--- config.mk ---
export PLATFORM = sky130hd
export DESIGN_NAME = btb_update_ctrl
export DESIGN_NICKNAME = d
export VERILOG_FILES = /design/src/rtl/btb_update_ctrl.sv
export SDC_FILE = /design/constraint.sdc
export NUM_CORES = 1
export LEC_CHECK = 0
export CAP_MARGIN = 25
export CORE_MARGIN = 2
export CORE_UTILIZATION = 45
export CTS_BUF_LIST = sky130_fd_sc_hd__clkbuf_16
export DETAILED_ROUTE_END_ITERATION = 10
export PLACE_DENSITY = 0.81
export SLEW_MARGIN = 20
export SYNTH_ARGS = -nofsm -noshare
export SYNTH_HDL_FRONTEND = slang
export SYNTH_SLANG_ARGS = --single-unit
--- constraint.sdc ---
create_clock -name clk -period 4.33 [get_ports clk]
set_input_delay 1.299 -clock clk [delete_from_list [all_inputs] [get_ports clk]]
set_output_delay 1.299 -clock clk [all_outputs]
set_load 0.01 [all_outputs]
--- src/rtl/btb_update_ctrl.sv ---
// BTB update controller: takes one resolved branch at a time and issues a verify, allocate or
// round-robin evict op to the entry array. It also handles full-array clears and keeps statistics.
module btb_update_ctrl #(
    parameter int unsigned ENTRIES = 4,
    parameter int unsigned CNT_W   = 16
) (
    input  logic               clk,
    input  logic               rst_n,
    input  logic               br_valid,
    output logic               br_ready,
    input  logic [15:0]        br_pc,
    input  logic               br_taken,
    input  logic [15:0]        br_target,
    input  logic               clear_req,
    output logic [2:0]         ent_op,
    output logic [ENTRIES-1:0] ent_en,
    output logic [11:0]        ent_in_pc,
    output logic [15:0]        ent_in_target,
    input  logic [ENTRIES-1:0] ent_update_hit,
    input  logic [ENTRIES-1:0] ent_empty,
    input  logic [ENTRIES-1:0] ent_insert_bubble,
    output logic               mispredict,
    output logic [CNT_W-1:0]   hit_cnt,
    output logic [CNT_W-1:0]   miss_cnt
);

    localparam int unsigned IDX_W = (ENTRIES > 1) ? $clog2(ENTRIES) : 1;

    localparam logic [1:0] StIdle   = 2'd0;
    localparam logic [1:0] StLookup = 2'd1;
    localparam logic [1:0] StIssue  = 2'd2;
    localparam logic [1:0] StClear  = 2'd3;

    localparam logic [2:0] OpIdle  = 3'b000;
    localparam logic [2:0] OpClear = 3'b111;

    logic [1:0]         state_q, state_d;
    logic [2:0]         op_q, op_d;
    logic [ENTRIES-1:0] en_q, en_d;
    logic               mis_q, mis_d;
    logic [IDX_W-1:0]   victim_q, victim_d;
    logic               clr_pend_q, clr_pend_d;
    logic [10:0]        pc_q;
    logic               taken_q;
    logic [15:0]        target_q;
    logic [CNT_W-1:0]   hit_q, miss_q;
    logic               capture, hit_inc, miss_inc;

    logic               hit_any, empty_any;
    logic [IDX_W-1:0]   hit_idx, empty_idx, sel_idx;

    // Only the upper PC bits form the entry tag.
    logic               unused_pc_low;
    assign unused_pc_low = ^br_pc[4:0];

    // Priority encoders: scanning downward leaves the lowest set index.
    always_comb begin
        hit_any   = 1'b0;
        hit_idx   = '0;
        empty_any = 1'b0;
        empty_idx = '0;
        for (int i = int'(ENTRIES) - 1; i >= 0; i--) begin
            if (ent_update_hit[i]) begin
                hit_any = 1'b1;
                hit_idx = IDX_W'(i);
            end
            if (ent_empty[i]) begin
                empty_any = 1'b1;
                empty_idx = IDX_W'(i);
            end
        end
    end

    always_comb begin
        if (hit_any) begin
            sel_idx = hit_idx;
        end else if (empty_any) begin
            sel_idx = empty_idx;
        end else begin
            sel_idx = victim_q;
        end
    end

    // A same-cycle clear_req already blocks the handshake.
    assign br_ready = rst_n & (state_q == StIdle) & ~clr_pend_q & ~clear_req;

    always_comb begin
        state_d    = state_q;
        op_d       = OpIdle;
        en_d       = '0;
        mis_d      = 1'b0;
        victim_d   = victim_q;
        clr_pend_d = clr_pend_q | clear_req;
        capture    = 1'b0;
        hit_inc    = 1'b0;
        miss_inc   = 1'b0;
        case (state_q)
            StIdle: begin
                if (clr_pend_q || clear_req) begin
                    state_d    = StClear;
                    clr_pend_d = 1'b0;
                    op_d       = OpClear;
                    en_d       = '1;
                end else if (br_valid) begin
                    capture = 1'b1;
                    state_d = StLookup;
                end
            end
            StLookup: begin
                state_d = StIssue;
                en_d    = ENTRIES'(1) << sel_idx;
                if (hit_any) begin
                    op_d    = {2'b01, taken_q};
                    mis_d   = ent_insert_bubble[hit_idx];
                    hit_inc = 1'b1;
                end else begin
                    op_d     = {2'b10, taken_q};
                    miss_inc = 1'b1;
                    if (!empty_any) begin
                        victim_d = (victim_q == IDX_W'(ENTRIES - 1)) ? '0 : victim_q + IDX_W'(1);
                    end
                end
            end
            StIssue: begin
                state_d = StIdle;
            end
            StClear: begin
                state_d  = StIdle;
                victim_d = '0;
            end
            default: begin
                state_d = StIdle;
            end
        endcase
    end

    always_ff @(posedge clk or negedge rst_n) begin
        if (!rst_n) begin
            state_q    <= StIdle;
            op_q       <= OpIdle;
            en_q       <= '0;
            mis_q      <= 1'b0;
            victim_q   <= '0;
            clr_pend_q <= 1'b0;
        end else begin
            state_q    <= state_d;
            op_q       <= op_d;
            en_q       <= en_d;
            mis_q      <= mis_d;
            victim_q   <= victim_d;
            clr_pend_q <= clr_pend_d;
        end
    end

    always_ff @(posedge clk or negedge rst_n) begin
        if (!rst_n) begin
            pc_q     <= '0;
            taken_q  <= 1'b0;
            target_q <= '0;
        end else if (capture) begin
            pc_q     <= br_pc[15:5];
            taken_q  <= br_taken;
            target_q <= br_target;
        end
    end

    // Counters update with the registered op so they already reflect it during ISSUE.
    always_ff @(posedge clk or negedge rst_n) begin
        if (!rst_n) begin
            hit_q  <= '0;
            miss_q <= '0;
        end else begin
            if (hit_inc && (hit_q != '1)) begin
                hit_q <= hit_q + CNT_W'(1);
            end
            if (miss_inc && (miss_q != '1)) begin
                miss_q <= miss_q + CNT_W'(1);
            end
        end
    end

    assign ent_op        = op_q;
    assign ent_en        = en_q;
    assign ent_in_pc     = {1'b0, pc_q};
    assign ent_in_target = target_q;
    assign mispredict    = mis_q;
    assign hit_cnt       = hit_q;
    assign miss_cnt      = miss_q;

endmodule

==> summary.txt <==
STA
  • Final hold violations: 0
  • # setup viols final: 0
  • Setup TNS: 0 ns
  • Relative slew margins: 46.3%
  • Worst-margin pin slew: 0.799 ns
  • Min Hold Slack: about 0.49 ns
  • Final worst-path cycle share: 91.6%
  • Final Critical Period: 3.97 ns
  • Slew Limit Fails: 0
  • Clock Skews: 0.00481 ns
  • Unrepaired setup endpoints after global routing: no
  • Peak Freq: 252 MHz

CTS
  • Clock tree from TritonCTS: built
  • Max Buffers Root-to-Sink: 2
  • H-Tree Level Count: 3
  • Clock Sinks: 73
  • Cts repair resizes: 0
  • Post-CTS Setup Bufs: 0
  • Hold buffers post-CTS: 0
  • Clk_lat worst skew: around 0.32 ns
  • Clock root cell: clkbuf_16
  • CTS Buf Count: 9
  • Register clock-pin slew on the reported worst setup and hold paths: about 0.050 ns

Worst setup path
  • Most frequent CP cell: clkdlybuf4s50_1
  • Crit-path max FO: 4
  • FF-to-FF Start: state_q[0]
  • R2R Setup Slk: 2.04 ns
  • Endpoint type of the worst setup path: output port
  • Slowest stage delay, CP: roughly 0.54 ns
  • Slowest CP cell: clkdlybuf4s50_1
  • Worst Reg-to-Reg Cells: 4
  • Setup CP Type: input pin to output port
  • Worst EP arrival: 2.67 ns
  • Worst flop-to-flop path endpoint: hit_cnt[15]
  • Worst endpoint required time: 3.03 ns
  • Largest delay contributor family on the critical path: buffers and inverters
  • CP Buf/Inv Count: 2
  • Startpoint Class: input pin
  • Crit-path cells: clkdlybuf4s50_1 > nor2_1 > and3_1 > clkdlybuf4s50_1

Drt
  • Vias per cell: 5.26
  • Via count: 2604
  • First-pass detailed-route iteration total: 4
  • DRC viols: 0
  • DRT iter0 DRCs: 77
  • Final antenna-violating net count: 0
  • Total Wirelength: 7.42 mm
  • WL per Instance: 15.0 um

Floorplan
  • Die Span Y: 89.1 um
  • Num rows: 31
  • Starting Density: 45.7%
  • Area of the core: between 0.007 and 0.008 sq mm
  • Die ar.: 0.00794 sq mm
  • Chip width: 89.1 um
  • IO Pins: approximately 120

GRT
  • Pin count of the biggest net entering global routing: 56
  • Total gr overflow: 0
  • Vias in the first global route: roughly 2500
  • Initial antenna violation count: 0
  • First-pass GRT wire length: 11.3 mm
  • GRT Util Overall: 18.7%

Cells and area
  • Diode count: 0
  • Multi-input combinational cell area: 0.00138 sq mm
  • Syn-to-layout area delta: 48.6%
  • Layout Utilization: 67.8%
  • Layout Cells excl Fill: 495
  • Fraction of layout cells with a size suffix above 1: 15.2%
  • Nets: 444
  • Seq. cell area: 0.00183 sq mm
  • Fillers: 584

Power
  • Leakage: 0.00205 uW
  • Design Power: about 2800 uW
  • Pwr per Cell Area: 588 mW/mm^2
  • Max IR drop VDD: 0.000327 V

Synth
  • Cell variety after synth: 40
  • Mapped cell area: 0.00326 sq mm
  • Cells after Synth: 274
  • Mapped Nets: approximately 330
  • YS warnings: 0
  • Sequential area share after synthesis: 56.1%
  • Yosys reg bits: 73
  • Mean Syn Cell Area: 11.9 sq um

Place
  • Post-DP HPWL: 5.44 mm
  • Placed Instances: 480
  • Final Wtd Congestion: 0.802
  • IO Port Bufs: between 100 and 150

Worst hold path
  • Worst hold path endpoint: miss_cnt[8]
  • Worst min-delay path startpoint: miss_cnt[8]
  • Worst Hold Depth: 1
  • Worst min-delay path class: flop to flop

Run
  • Max_cap viols: 0

Outcome
  • Status: complete, no violations
per-stage QoR:
stage	setup WS [ns]	cell area, sq um
finish	0.364	4840
global route	0.313	4840
CTS	0.378	4840
detailed placement	0.372	4490
global placement	0.394	4490
floorplan	1.39	3260
cells by family after synthesis:
group / count (synthesis) / synth area share [%]
AND/OR/NAND/NOR: 88 / 14.6
flip-flops: 73 / 56.1
AO/OA/AOI/OAI: 39 / 7.87
multiplexers: 38 / 13.4
XOR/XNOR: 19 / 5.11
buffers and inverters: 13 / 1.65
adder cells (fa/ha/maj): 3 / 1.15
other: 1 / 0.115
synthesized netlist by cell type:
master / instances / area [sq um]
dfrtp_1: 73 / 1830
mux2_2: 36 / 405
nand2_1: 17 / 63.8
xor2_1: 14 / 123
nand3_1: 12 / 60.1
nor3_1: 12 / 60.1
o21ai_0: 10 / 50.1
a21oi_1: 9 / 45.0
nor2_1: 9 / 33.8
and3_1: 8 / 50.1
nor4_1: 8 / 50.1
clkbuf_1: 6 / 22.5
a211oi_1: 5 / 37.5
inv_1: 5 / 18.8
nand4_1: 5 / 31.3
xnor2_1: 5 / 43.8
nor2b_1: 4 / 25.0
o31ai_1: 4 / 30.0
ha_1: 3 / 37.5
o31a_1: 3 / 26.3
or3_1: 3 / 18.8
a41oi_1: 2 / 17.5
nand2b_1: 2 / 12.5
nor4b_1: 2 / 17.5
or4_1: 2 / 15.0
a22o_1: 1 / 8.76
a31oi_1: 1 / 6.26
a32o_1: 1 / 10.0
buf_2: 1 / 5.00
buf_4: 1 / 7.51
conb_1: 1 / 3.75
mux2i_1: 1 / 10.0
mux4_2: 1 / 22.5
nor3b_1: 1 / 7.51
nor4_2: 1 / 12.5
o211ai_1: 1 / 7.51
o21ba_2: 1 / 10.0
o21bai_1: 1 / 7.51
or2_2: 1 / 6.26
or3_4: 1 / 11.3
worst reg2reg max path, stage by stage, from the launching register on:
cell and delay (ns):
dfrtp_1 0.40, nor2b_1 0.56, nand3_1 0.43, nor4_1 0.42
mux2_2 0.37
state kept, by name, summed over array words and instances, names as in the netlist:
signal	flops
hit_cnt	16
victim_q	2
miss_cnt	16
pc_q	11
ent_in_target	16
ent_en	4
state_q	2
mispredict	1
ent_op	3
clr_pend_q	1
taken_q	1
power by group:
group / total (uW) / switching, uW / internal, uW
Combinational: 923 / 364 / 559
Sequential: 1050 / 140 / 906
Clock: 878 / 263 / 615
layout make-up:
class                           count  share of cell area, %
Clock buffer                        9                   4.65
Inverter                            5                  0.388
Timing Repair Buffer              115                   23.5
Sequential cell                    73                   37.7
Clock inverter                      6                   2.71
Tap cell                           99                   2.56
Multi-Input combinational cell    188                   28.4
metal layers:
layer	global-route usage, %	share of wire [%]	up-vias
met3	5.36	6.4	10
li1	-	-	1239
met4	6.51	1.1	0
met2	29.4	49	79
met1	24.8	43	1276
met5	0	0	-
cells in the final DEF, fill, tap and decap left out, types with 8 or more instances in the layout:
cell type        Yosys  layout
clkbuf_16            0       9
nand2_1             17      17
nor4_1               8       8
nor2_1               9       9
and3_1               8       8
nand3_1             12      12
dfrtp_1             73      73
xor2_1              14      14
o21ai_0             10      10
mux2_2              36      36
a21oi_1              9       9
clkdlybuf4s50_1      0     110
nor3_1              12      12
worst max path at each step:
stage	end	cells past startpoint	from	slack, ns
3_3_place_gp	br_ready	4	clear_req	0.39
2_1_floorplan	br_ready	2	clear_req	1.39
6_report	br_ready	4	clear_req	0.36
4_1_cts	br_ready	4	clear_req	0.38
5_1_grt	br_ready	4	clear_req	0.31
3_5_place_dp	br_ready	4	clear_req	0.37
No activity file was read; power rests on OpenSTA's default activity.
